$ cat src/rtl/vend_machine_pkg.sv
// rtl/vend_machine_pkg.sv - shared coin/state types and coin helpers for the vending machine
// Contents:
//   coin_type    : accepted coin denominations (C1, C2, C5)
//   state_t      : controller states (IDLE, VEND, CHANGE)
//   coin_value   : face value of a coin
//   largest_coin : biggest denomination not exceeding an amount (greedy change)
package vend_machine_pkg;

   typedef enum logic [1:0] {
      C1 = 2'd0,
      C2 = 2'd1,
      C5 = 2'd2
   } coin_type;

   typedef enum logic [1:0] {
      IDLE   = 2'd0,
      VEND   = 2'd1,
      CHANGE = 2'd2
   } state_t;

   localparam int COIN_VAL_W = 3;

   function automatic logic [COIN_VAL_W-1:0] coin_value(input coin_type c);
      case (c)
         C1:      return 3'd1;
         C2:      return 3'd2;
         C5:      return 3'd5;
         default: return 3'd0;
      endcase
   endfunction

   // Greedy choice: with denominations 5/2/1 this always reaches zero exactly.
   function automatic coin_type largest_coin(input int unsigned amount);
      if (amount >= 5) return C5;
      if (amount >= 2) return C2;
      return C1;
   endfunction

endpackage

$ cat src/rtl/vend_change_unit.sv
// rtl/vend_change_unit.sv - change coin selection and change handshake
// Ports:
//   active_i       : controller is in CHANGE
//   credit_i       : credit still owed to the customer
//   change_ready_i : consumer takes the offered coin this cycle
//   change_valid_o : a change coin is on offer
//   change_coin_o  : coin on offer (largest denomination <= credit)
//   take_o         : offered coin was taken this cycle
//   take_value_o   : value to deduct from credit when take_o is high
module vend_change_unit
   import vend_machine_pkg::*;
#(
   parameter int CREDIT_W = 6
) (
   input  logic                active_i,
   input  logic [CREDIT_W-1:0] credit_i,
   input  logic                change_ready_i,
   output logic                change_valid_o,
   output coin_type            change_coin_o,
   output logic                take_o,
   output logic [CREDIT_W-1:0] take_value_o
);

   // credit_i only moves when a coin is taken, so the offered coin stays
   // stable for as long as the consumer stalls.
   assign change_valid_o = active_i;
   assign change_coin_o  = largest_coin(32'(credit_i));
   assign take_o         = active_i & change_ready_i;
   assign take_value_o   = CREDIT_W'(coin_value(change_coin_o));

endmodule

$ cat src/rtl/vend_machine.sv
// rtl/vend_machine.sv - coin-operated vending controller with stock counters and change return
// Ports:
//   clk, reset                            : clock, asynchronous active-low reset
//   coin_valid/coin/coin_ready            : coin offer handshake
//   coin_reject                           : pulse, accepted coin returned (credit would overflow)
//   select_valid/select_id                : product request
//   cancel                                : refund request
//   restock_valid/restock_id/restock_count: load a product stock counter
//   vend/vend_id                          : dispense pulse and product
//   sel_error                             : pulse, selection refused
//   change_valid/change_coin/change_ready : change handshake
//   credit, busy                          : current credit, controller not in IDLE
module vend_machine
   import vend_machine_pkg::*;
#(
   parameter int NUM_PRODUCTS = 4,
   parameter int CREDIT_W     = 6,
   parameter int MAX_CREDIT   = 20,
   parameter int STOCK_W      = 4,
   parameter logic [NUM_PRODUCTS*CREDIT_W-1:0] PRICES =
      {CREDIT_W'(3), CREDIT_W'(4), CREDIT_W'(5), CREDIT_W'(7)},
   localparam int ID_W = (NUM_PRODUCTS > 1) ? $clog2(NUM_PRODUCTS) : 1
) (
   input  logic                clk,
   input  logic                reset,
   input  logic                coin_valid,
   input  coin_type            coin,
   output logic                coin_ready,
   output logic                coin_reject,
   input  logic                select_valid,
   input  logic [ID_W-1:0]     select_id,
   input  logic                cancel,
   input  logic                restock_valid,
   input  logic [ID_W-1:0]     restock_id,
   input  logic [STOCK_W-1:0]  restock_count,
   output logic                vend,
   output logic [ID_W-1:0]     vend_id,
   output logic                sel_error,
   output logic                change_valid,
   output coin_type            change_coin,
   input  logic                change_ready,
   output logic [CREDIT_W-1:0] credit,
   output logic                busy
);

   localparam logic [ID_W:0] NUM_P = (ID_W + 1)'(NUM_PRODUCTS);

   // Price table unpacked from PRICES; the first listed price is product 0.
   logic [CREDIT_W-1:0] price_tbl [NUM_PRODUCTS];

   for (genvar p = 0; p < NUM_PRODUCTS; p++) begin : g_price
      localparam int PRICE = int'(PRICES[(NUM_PRODUCTS-1-p)*CREDIT_W +: CREDIT_W]);
      if (PRICE == 0 || PRICE > MAX_CREDIT) begin : g_bad_price
         $error("vend_machine: price of product %0d must be in 1..MAX_CREDIT", p);
      end
      assign price_tbl[p] = CREDIT_W'(PRICE);
   end

   if (MAX_CREDIT >= (1 << CREDIT_W)) begin : g_bad_credit
      $error("vend_machine: MAX_CREDIT does not fit in CREDIT_W bits");
   end

   state_t              state_q;
   logic [CREDIT_W-1:0] credit_q;
   logic [STOCK_W-1:0]  stock_q [NUM_PRODUCTS];
   logic                vend_q;
   logic [ID_W-1:0]     vend_id_q;
   logic                sel_error_q;
   logic                coin_reject_q;

   logic                sel_id_ok;
   logic                sel_ok;
   logic [CREDIT_W-1:0] sel_price;
   logic [STOCK_W-1:0]  sel_stock;
   logic                restock_ok;
   logic [CREDIT_W:0]   coin_sum;
   logic                coin_fits;
   logic                change_take;
   logic [CREDIT_W-1:0] change_value;

   assign coin_ready = (state_q == IDLE) && !cancel && !select_valid;

   assign sel_id_ok  = {1'b0, select_id} < NUM_P;
   assign sel_price  = sel_id_ok ? price_tbl[select_id] : '0;
   assign sel_stock  = sel_id_ok ? stock_q[select_id] : '0;
   assign sel_ok     = sel_id_ok && (credit_q >= sel_price) && (sel_stock != '0);
   assign restock_ok = {1'b0, restock_id} < NUM_P;

   // One extra bit so an overflowing sum is visible before the compare.
   assign coin_sum   = {1'b0, credit_q} + (CREDIT_W + 1)'(coin_value(coin));
   assign coin_fits  = coin_sum <= (CREDIT_W + 1)'(MAX_CREDIT);

   vend_change_unit #(
      .CREDIT_W (CREDIT_W)
   ) u_change (
      .active_i       (state_q == CHANGE),
      .credit_i       (credit_q),
      .change_ready_i (change_ready),
      .change_valid_o (change_valid),
      .change_coin_o  (change_coin),
      .take_o         (change_take),
      .take_value_o   (change_value)
   );

   always_ff @(posedge clk or negedge reset) begin
      if (!reset) begin
         state_q       <= IDLE;
         credit_q      <= '0;
         vend_q        <= 1'b0;
         vend_id_q     <= '0;
         sel_error_q   <= 1'b0;
         coin_reject_q <= 1'b0;
         for (int p = 0; p < NUM_PRODUCTS; p++) begin
            stock_q[p] <= '0;
         end
      end else begin
         vend_q        <= 1'b0;
         sel_error_q   <= 1'b0;
         coin_reject_q <= 1'b0;
         case (state_q)
            IDLE: begin
               // cancel > select > coin; losers are dropped this cycle
               if (cancel) begin
                  if (credit_q != '0) state_q <= CHANGE;
               end else if (select_valid) begin
                  if (sel_ok) begin
                     credit_q           <= credit_q - sel_price;
                     stock_q[select_id] <= sel_stock - STOCK_W'(1);
                     vend_q             <= 1'b1;
                     vend_id_q          <= select_id;
                     state_q            <= VEND;
                  end else begin
                     sel_error_q <= 1'b1;
                  end
               end else if (coin_valid) begin
                  if (coin_fits) credit_q <= coin_sum[CREDIT_W-1:0];
                  else           coin_reject_q <= 1'b1;
               end
            end
            VEND: begin
               state_q <= (credit_q != '0) ? CHANGE : IDLE;
            end
            CHANGE: begin
               if (change_take) begin
                  credit_q <= credit_q - change_value;
                  if (credit_q == change_value) state_q <= IDLE;
               end
            end
            default: state_q <= IDLE;
         endcase
         // Placed after the dispense decrement so a same-cycle load wins.
         if (restock_valid && restock_ok) begin
            stock_q[restock_id] <= restock_count;
         end
      end
   end

   assign vend        = vend_q;
   assign vend_id     = vend_id_q;
   assign sel_error   = sel_error_q;
   assign coin_reject = coin_reject_q;
   assign credit      = credit_q;
   assign busy        = (state_q != IDLE);

endmodule

$ cat config.mk
export PLATFORM = sky130hd
export DESIGN_NAME = vend_machine
export DESIGN_NICKNAME = d
export VERILOG_FILES = /design/src/rtl/vend_machine_pkg.sv /design/src/rtl/vend_change_unit.sv /design/src/rtl/vend_machine.sv
export SDC_FILE = /design/constraint.sdc
export NUM_CORES = 1
export LEC_CHECK = 0
export CAP_MARGIN = 20
export CORE_ASPECT_RATIO = 2
export CORE_MARGIN = 5
export CORE_UTILIZATION = 50
export DETAILED_ROUTE_END_ITERATION = 12
export PLACE_DENSITY = 0.78
export SYNTH_ARGS = -nofsm -noshare
export SYNTH_HDL_FRONTEND = slang
export SYNTH_HIERARCHICAL = 1
export SYNTH_SLANG_ARGS = --single-unit
export TNS_END_PERCENT = 1
$ cat constraint.sdc
create_clock -name clk -period 2.49 [get_ports clk]
set_input_delay 0.747 -clock clk [delete_from_list [all_inputs] [get_ports clk]]
set_output_delay 0.747 -clock clk [all_outputs]
set_load 0.02 [all_outputs]
Word-level counts from Yosys, hierarchy flattened
Cells that the tools add are included.
- bitwise operators: 4
- reduce and logical (&&, ||, !) cells: 17
- eq/ne operators: 16
- add/subtract/negate cells: 4
- multiplexer cells: 54
- order comparisons: 8
- operators with widths (cell ; number):
    $mux 16 ; 5
    $mux 6 ; 8
    $bwmux 16 ; 2
    $mux 2 ; 11
    $pmux 3 s3 ; 2
    $demux 4 s2 ; 2
    $mux 1 ; 16
    $mux 4 ; 4
    $ne 3x3->1 const B ; 5
    $bmux 6 s2 ; 1
    $pmux 6 s2 ; 1
    $bmux 4 s2 ; 1
    $add 6x3->7 ; 1
    $le 7x5->1 const B ; 1
    $eq 2x1->1 const B ; 3
    $eq 2x2->1 const B ; 3
    $eq 6x3->1 ; 1
    $ge 3x3->1 const B ; 2
    $ge 6x2->1 const B ; 1
    $ge 6x3->1 const B ; 1
    $ge 6x6->1 ; 1
    $logic_not 2->1 ; 3
    $lt 3x1->1 const B ; 2
    $ne 2x2->1 const B ; 3
    16 further kinds ; 23
- bits of input ports: 17
- bits in registers: 29
- output and inout port bits: 16

Depth between registers and ports, before layout
Gate-level depths: netlist of the first run.
- word-level depth: 12
- gate-level depth with buffers: 14
- depth with buffers taken out: 13

Cells and area by module
Netlist of the first run, hierarchy kept.
- modules (own cells, without submodules) (module ; area an instance (µm²) ; instances ; seq. area each (µm²) ; cells an instance):
    vend_machine ; 2269.7 ; 1 ; 725.7 ; 238
    vend_change_unit ; 107.6 ; 1 ; 0.0 ; 15

Worst setup path after synthesis of the first run
No wires, ideal clock.
- path type: in2reg
- start point: input select_id[1]
- end point: register credit_q[2], in the netlist credit[2]
- slack: -500 ps
- arrival: 2865 ps
- cell stages on the path: 13
- cell sequence: buf_2 -> inv_1 -> ha_1 -> inv_1 -> ha_1 -> inv_1 -> fa_1 -> a211oi_1 -> and3_1 -> or3_4 -> and2_4 -> nand2_4 -> mux2_4
- word-level cells in the longest chain between the ends: 9
- ends and longest elaborated chain (what ; RTL line ; text):
    start: declaration ; vend_machine.sv:31 ; input logic [ID_W-1:0] select_id,
    $not 2->3 (implied by the code) * ; vend_machine.sv:84, vend_machine.sv:85 ;
    $bmux 6 s2 ; vend_machine.sv:84 ; assign sel_price = sel_id_ok ? price_tbl[select_id] : '0;
    $mux 6 (implied by the code) (2 in a row) ; vend_machine.sv:84 ;
    $sub 6x6->6 ; vend_machine.sv:127 ; credit_q <= credit_q - sel_price;
    $mux 6 ; vend_machine.sv:126 ; if (sel_ok) begin
    $mux 6 ; vend_machine.sv:125 ; end else if (select_valid) begin
    $mux 6 ; vend_machine.sv:123 ; if (cancel) begin
    $pmux 6 s2 ; vend_machine.sv:120 ; case (state_q)
    end signal: assignment ; vend_machine.sv:127 ;
    end signal: assignment ; vend_machine.sv:136 ; if (coin_fits) credit_q <= coin_sum[CREDIT_W-1:0];
    end signal: assignment ; vend_machine.sv:145 ; credit_q <= credit_q - change_value;
    end: declaration ; vend_machine.sv:64 ; logic [CREDIT_W-1:0] credit_q;
Every way passes the cells marked *; elsewhere a longest branch is shown, timed or not. The select of a mux whose other input is x is not followed.
A chain may end at the register's enable or synchronous reset.

Worst setup path after layout of the first run
- start point: input coin[1]
- end point: register credit_q[3], in the netlist credit[3]
- word-level cells in the longest chain between the ends: 8
- ends and longest elaborated chain (what ; RTL line ; text):
    start: declaration ; vend_machine.sv:27 ; input coin_type coin,
    $eq 2x2->1, or another cell as far along ; vend_machine_pkg.sv:24 ; case (c)
    $pmux 3 s3 * ; vend_machine_pkg.sv:24 ;
    $add 6x3->7 * ; vend_machine.sv:90 ; assign coin_sum = {1'b0, credit_q} + (CREDIT_W + 1)'(coin_value(coin));
    parallel branches: the longest is 5 deep, another holds $le 7x5->1 ; - ;
Every way passes the cells marked *. The select of a mux whose other input is x is not followed.

==> results of run 1 <==
## power breakdown
group | internal (uW) | leakage, uW | switching (uW)
clock | 193 | 0.0000439 | 206
sequential | 620 | 0.000358 | 129
combinational | 1280 | 0.00115 | 1290
## how the worst min path moves through the flow
| stage | cells after the start | end | slack, ns |
|---|---|---|---|
| 3_3_place_gp | 1 | vend_id[1] | 0.49 |
| 6_report | 1 | vend_id[0] | 0.51 |
| 5_1_grt | 1 | vend_id[1] | 0.54 |
| 2_1_floorplan | 0 | coin_reject | 0.45 |
| 3_5_place_dp | 1 | vend_id[1] | 0.50 |
| 4_1_cts | 1 | vend_id[1] | 0.52 |
## cell families (layout without fill, tap and decap cells)
logic type | count (synthesis) | after routing | share of synthesized area [%]
adders and majority gates | 21 | 21 | 12.0
xor gates and xnor gates | 8 | 8 | 2.95
buffers and inverters | 32 | 107 | 6.10
and+or+nand+nor | 81 | 81 | 19.7
muxes | 29 | 29 | 14.4
AOI/OAI and AO/OA | 52 | 52 | 14.2
other | 1 | 3 | 0.158
DFF | 29 | 29 | 30.5
## registers in the layout, summed over array words and instances, names as in the netlist
name and flops:
coin_reject 1, credit 6, sel_error 1, state_q 2, stock_q 16, vend 1
vend_id 2
## stage by stage
stage,setup TNS [ns],cell area (sq um)
global route,-4.70,3370
floorplan,-5.18,2500
CTS,-2.58,3260
detailed placement,-24.65,3090
finish,-1.80,3370
global placement,-22.79,3090
## critical path, cell delays in order
cell and delay (ns):
dlygate4sd2_1 0.25, nor2_2 0.14, fa_2 0.49, o21a_4 0.23, nor4b_4 0.30, o311ai_4 0.18
a21o_2 0.22, a32o_1 0.21
## timing repair
| item | 4_1_cts | 5_1_grt |
|---|---|---|
| pin swaps | 13 | 19 |
| buffers inserted | 5 | 3 |
| endpoints found under the setup margin | 31 | 27 |
| resized for setup | 31 | 27 |
## routing by layer
layer | global-route usage (%) | vias up
met2 | 44.1 | 67
met5 | 0 | -
li1 | - | 1035
met4 | 12.2 | 0
met1 | 20.2 | 1096
met3 | 2.64 | 31
## cells in the mapped netlist (3+ instances only)
library cell and n:
dfrtp_1 29, nand2_1 27, mux2i_1 21, inv_1 19, o21ai_0 19, ha_1 18, nor2_1 13, a21oi_1 9
buf_4 6, nor3_1 6, nand2_4 5, xor2_1 5, clkbuf_1 4, mux2_2 4, nand2b_1 4, and3_1 3
fa_1 3, o21ai_1 3, xnor2_1 3
## area by class of cell
type | count | area share, %
multi-input cells | 194 | 51.1
flip-flops and latches | 29 | 21.5
repair buffers | 79 | 20.2
clock buffers | 5 | 2.04
inverters | 20 | 2.60
clock inverters | 3 | 0.520
well taps | 55 | 2.04
==> summary.txt, run 1 <==
FF-to-FF path depth: 10
Post-synth top area share: 30.5%
Via/cell ratio: 5.79
Setup crit end: credit[3]
CP Max Fanout: 4
Final hold violations: 0
Pwr dens: 1100 mW/mm^2
Highest metal used: met4
Horiz. Die Dim: 58.8 um
Slack of the worst reg-to-reg path: -0.07 ns
Share of post-route cells with drive strength above 1: 33.0%
Crit path arrival time: 2.78 ns
Fillcell total: 358
ANT cells: 0
Leak Pwr: 0.00156 uW
Final core utilization: 73.3%
Ys Warns: 6
Rel. slew slack: 64.9%
Area contributors post-synth: dfrtp_1, ha_1, mux2i_1
Worst-margin pin slew: 0.521 ns
I/O pin count: 33
Post-Syn Area: 0.00238 sq mm
Area of the core: 0.00460 sq mm
Worst setup path start: coin[1]
Cell row count: 35
WL met1: 2240 um
Die Ht: 108 um
Synth Instances: 253
Clock Latency Late Sink: 0.29 ns
Wire length on met2: 4000 um
HPWL after DPL: 5120 um
Clock Root Buffer: clkbuf_8
CTS tree: yes
GRT Total Usage: 22.2%
Yosys top cell by area: dfrtp_1
DRC violations left: 0
Synth unique cells: 56
# H-tree levels: 2
Initial DRC count: 78
Storage element area: 726 sq um
Clock slew at reported path FFs: 0.07 ns
Placed cell count: 369
Post-synthesis register bit count: 29
Crit path kind: primary input to flip-flop
Total power draw: 3720 uW
GP Congestion: 0.929
Setup WS post-layout: -0.119 ns
Drt wl/cell: 17.7 um
Hold_sp: vend_id[0]
EDFF count, synth: 0
# setup viols final: 24
Via count: 2229
Unrepaired setup endpoints after global routing: yes
Vias in the first global route: 2384
Avg Cell Area, Syn: 9.40 sq um
Post-synthesis sequential area ratio: 30.5%
Period Utilization, post-route: 105%
R2r startpoint: credit[3]
Place WS: -0.959 ns
Most common cell after layout, fill and taps aside: buf_4
Async set-reset flop share out of synthesis: 100%
Die area: 0.00632 sq mm
WL met3: 185 um
CTS max path bufs: 2
Worst vdd ir: 827 uV
Slew Limit Fails: 0
Area of the multi-input gates: 0.00172 sq mm
CTS Hold Bufs: 0
PortBufs: 32
Final WL: 6820 um
Period minus WS final: 2.61 ns
Clock Sinks: 29
Worst Path Required: 2.66 ns
Launching element type of the critical path: primary input
CP Capture Type: flip-flop
Outcome: complete, but fails checks
First-pass DRT Iterations: 4
First-pass GRT wire length: 10700 um
Fin nets: 367
Largest net degree at the start of global routing: 30
Final Skew: 0.00879 ns
Inserted Clock Buffers: 5
Hold Crit Class: flip-flop to flip-flop
Grt ovf: 0
Synth-to-Final Area Change: 41.8%
Failing checks: negative setup slack
Most frequent cells in the layout: buf_4, dfrtp_1, nand2_1
Hold_ws: 0.515 ns
Initial core utilization: 51.7%
Fmax: 383 MHz
Post-route ant nets: 0
Max-cap violation count: 0
Initial antenna violation count: 0
Layout Cells excl Fill: 385
Top_reg_cell synth: dfrtp_1
FF-to-FF End: credit[5]
No activity file was read; power rests on OpenSTA's default activity.
==> run 2: changes to the inputs <==
CELL_PAD_IN_SITES_DETAIL_PLACEMENT = 1   (was default)
CELL_PAD_IN_SITES_GLOBAL_PLACEMENT = 1   (was default)
CORE_UTILIZATION = 38   (was 50)
PLACE_DENSITY = 0.77   (was 0.78)
==> run 2 against run 1 <==
Effect of this change: the flow still finishes with violations (negative setup slack); sequential power is 3.2% higher; clock-buffer cell count stayed put; fmax is 1.5% lower; die area is 27% higher; sequential share of layout area is 0.60 points lower; sequential cell count stayed put; non-clock buffer count is 2 higher; combinational power is 4% higher; highest routed layer unchanged; final cell count is 8.1% higher.
==> summary.txt, run 2 (synthesized netlist as in run 1, its figures left out) <==
FF-to-FF End: credit[2]
Worst vdd ir: 754 uV
Fillcell total: 662
Initial antenna violation count: 0
Fmax: 377 MHz
CP Max Fanout: 4
P_sw: 1700 uW
Synth-to-Final Area Change: 46.6%
Slew Limit Fails: 0
First-pass DRT Iterations: 4
Clock slew at reported path FFs: 0.05 ns
Vias in the first global route: 2491
Inserted Clock Buffers: 5
Final Skew: 0.00424 ns
Area of the core: 0.00606 sq mm
Clock Latency Late Sink: 0.27 ns
GRT Total Usage: 21.3%
Post-route ant nets: 0
Via count: 2196
Initial DRC count: 59
Clock Sinks: 29
CTS max path bufs: 2
Share of post-route cells with drive strength above 1: 35.5%
Period minus WS final: 2.65 ns
Rel. slew slack: 64.3%
Max-cap violation count: 0
Most frequent cells in the layout: buf_4, nand2_1, dfrtp_1
Largest net degree at the start of global routing: 30
Outcome: complete, but fails checks
Failing checks: negative setup slack
PortBufs: 32
Pwr dens: 1160 mW/mm^2
Setup WS post-layout: -0.159 ns
Worst Hold Path Cells: 1
Number of flip-flops in the largest register: 16
DRC violations left: 0
FF-to-FF path depth: 11
Combinational power share: 66.4%
Cell row count: 40
Die area: 0.00803 sq mm
Horiz. Die Dim: 65.9 um
Unrepaired setup endpoints after global routing: yes
Final core utilization: 57.5%
Sequential share of power: 19.2%
Storage element area: 729 sq um
Initial core utilization: 39.3%
Clock network power share: 14.4%
Final hold violations: 0
Via/cell ratio: 5.28
Crit path kind: primary input to flip-flop
Leak Pwr: 0.00160 uW
Final WL: 7860 um
Drt wl/cell: 18.9 um
CP Capture Type: flip-flop
GP Congestion: 0.826
ANT cells: 0
Launching element type of the critical path: primary input
HPWL after DPL: 6100 um
Period Utilization, post-route: 106%
Fin nets: 369
CTS tree: yes
Hold_sp: vend_id[1]
Crit path arrival time: 2.80 ns
Slack of the worst reg-to-reg path: -0.10 ns
First-pass GRT wire length: 12700 um
Internal: 2330 uW
Clock Root Buffer: clkbuf_16
Hold EP: vend_id[1]
R2r startpoint: credit[0]
Switching part of the total power: 42.2%
Biggest register: stock_q
# H-tree levels: 2
Worst-margin pin slew: 0.530 ns
CTS Hold Bufs: 0
Area of the multi-input gates: 0.00170 sq mm
Hold Crit Class: flip-flop to flip-flop
Worst Path Required: 2.65 ns
Die Ht: 122 um
# setup viols final: 24
Most common cell after layout, fill and taps aside: buf_4
Grt ovf: 0
Hold_ws: 0.512 ns
I/O pin count: 33
## run 2: worst max path at each step
stage / start / endpoint / slack [ns] / depth (start not counted)
2_1_floorplan: select_id[1] / credit[2] / -0.31 / 13
3_3_place_gp: select_id[1] / credit[3] / -0.94 / 10
3_5_place_dp: coin[0] / credit[2] / -1.00 / 10
4_1_cts: select_id[0] / credit[2] / -0.13 / 12
5_1_grt: select_id[1] / credit[2] / -0.25 / 13
6_report: select_id[1] / credit[2] / -0.16 / 13
## run 2: power groups by stage
stage               registers, uW  logic (uW)  clock network, uW
floorplan                     866        1300                  0
global placement              753        2320                  0
detailed placement            764        2420                  0
CTS                           768        2620                595
global route                  796        2910                615
finish                        773        2680                582
## run 2: metrics by stage
stage                     total power [uW]  std cells  worst slack [ns]  setup TNS [ns]  area [sq um]
final                                 4030        416            -0.159           -2.24          3480
after global routing                  4320        416            -0.252           -4.76          3480
after CTS                             3980        415            -0.135           -2.45          3440
after detailed placement              3190        401             -1.00          -25.43          3150
after global placement                3080        401            -0.942          -23.35          3150
after floorplan                       2160        255            -0.315           -5.18          2500
## run 2: routing by layer
metal | wire length [um] | GRT usage [%]
met1 | 2540 | 19.8
met2 | 4820 | 42.7
met3 | 140 | 2.12
met4 | 352 | 11.6
met5 | 0 | 0
## run 2: area by class of cell
| class | count | area share, % |
|---|---|---|
| Clock inverter | 3 | 0.503 |
| Sequential cell | 29 | 20.9 |
| Inverter | 20 | 2.69 |
| Multi-Input combinational cell | 194 | 48.9 |
| Clock buffer | 5 | 3.59 |
| Timing Repair Buffer | 81 | 20.4 |
| Tap cell | 84 | 3.02 |
## run 2: worst max-delay path, stage by stage
cell,delay [ns]
buf_8,0.09
inv_8,0.04
ha_4,0.15
inv_4,0.05
ha_4,0.13
inv_2,0.04
fa_2,0.36
a211oi_2,0.26
and3_4,0.22
or3_4,0.16
and2_4,0.17
nand2_4,0.07
mux2_4,0.31
## run 2: what timing repair did
item                       4_1_cts  5_1_grt
pin swaps                       15        5
gates resized for setup         49       12
setup endpoints to repair       31       26
buffers inserted                 6        1
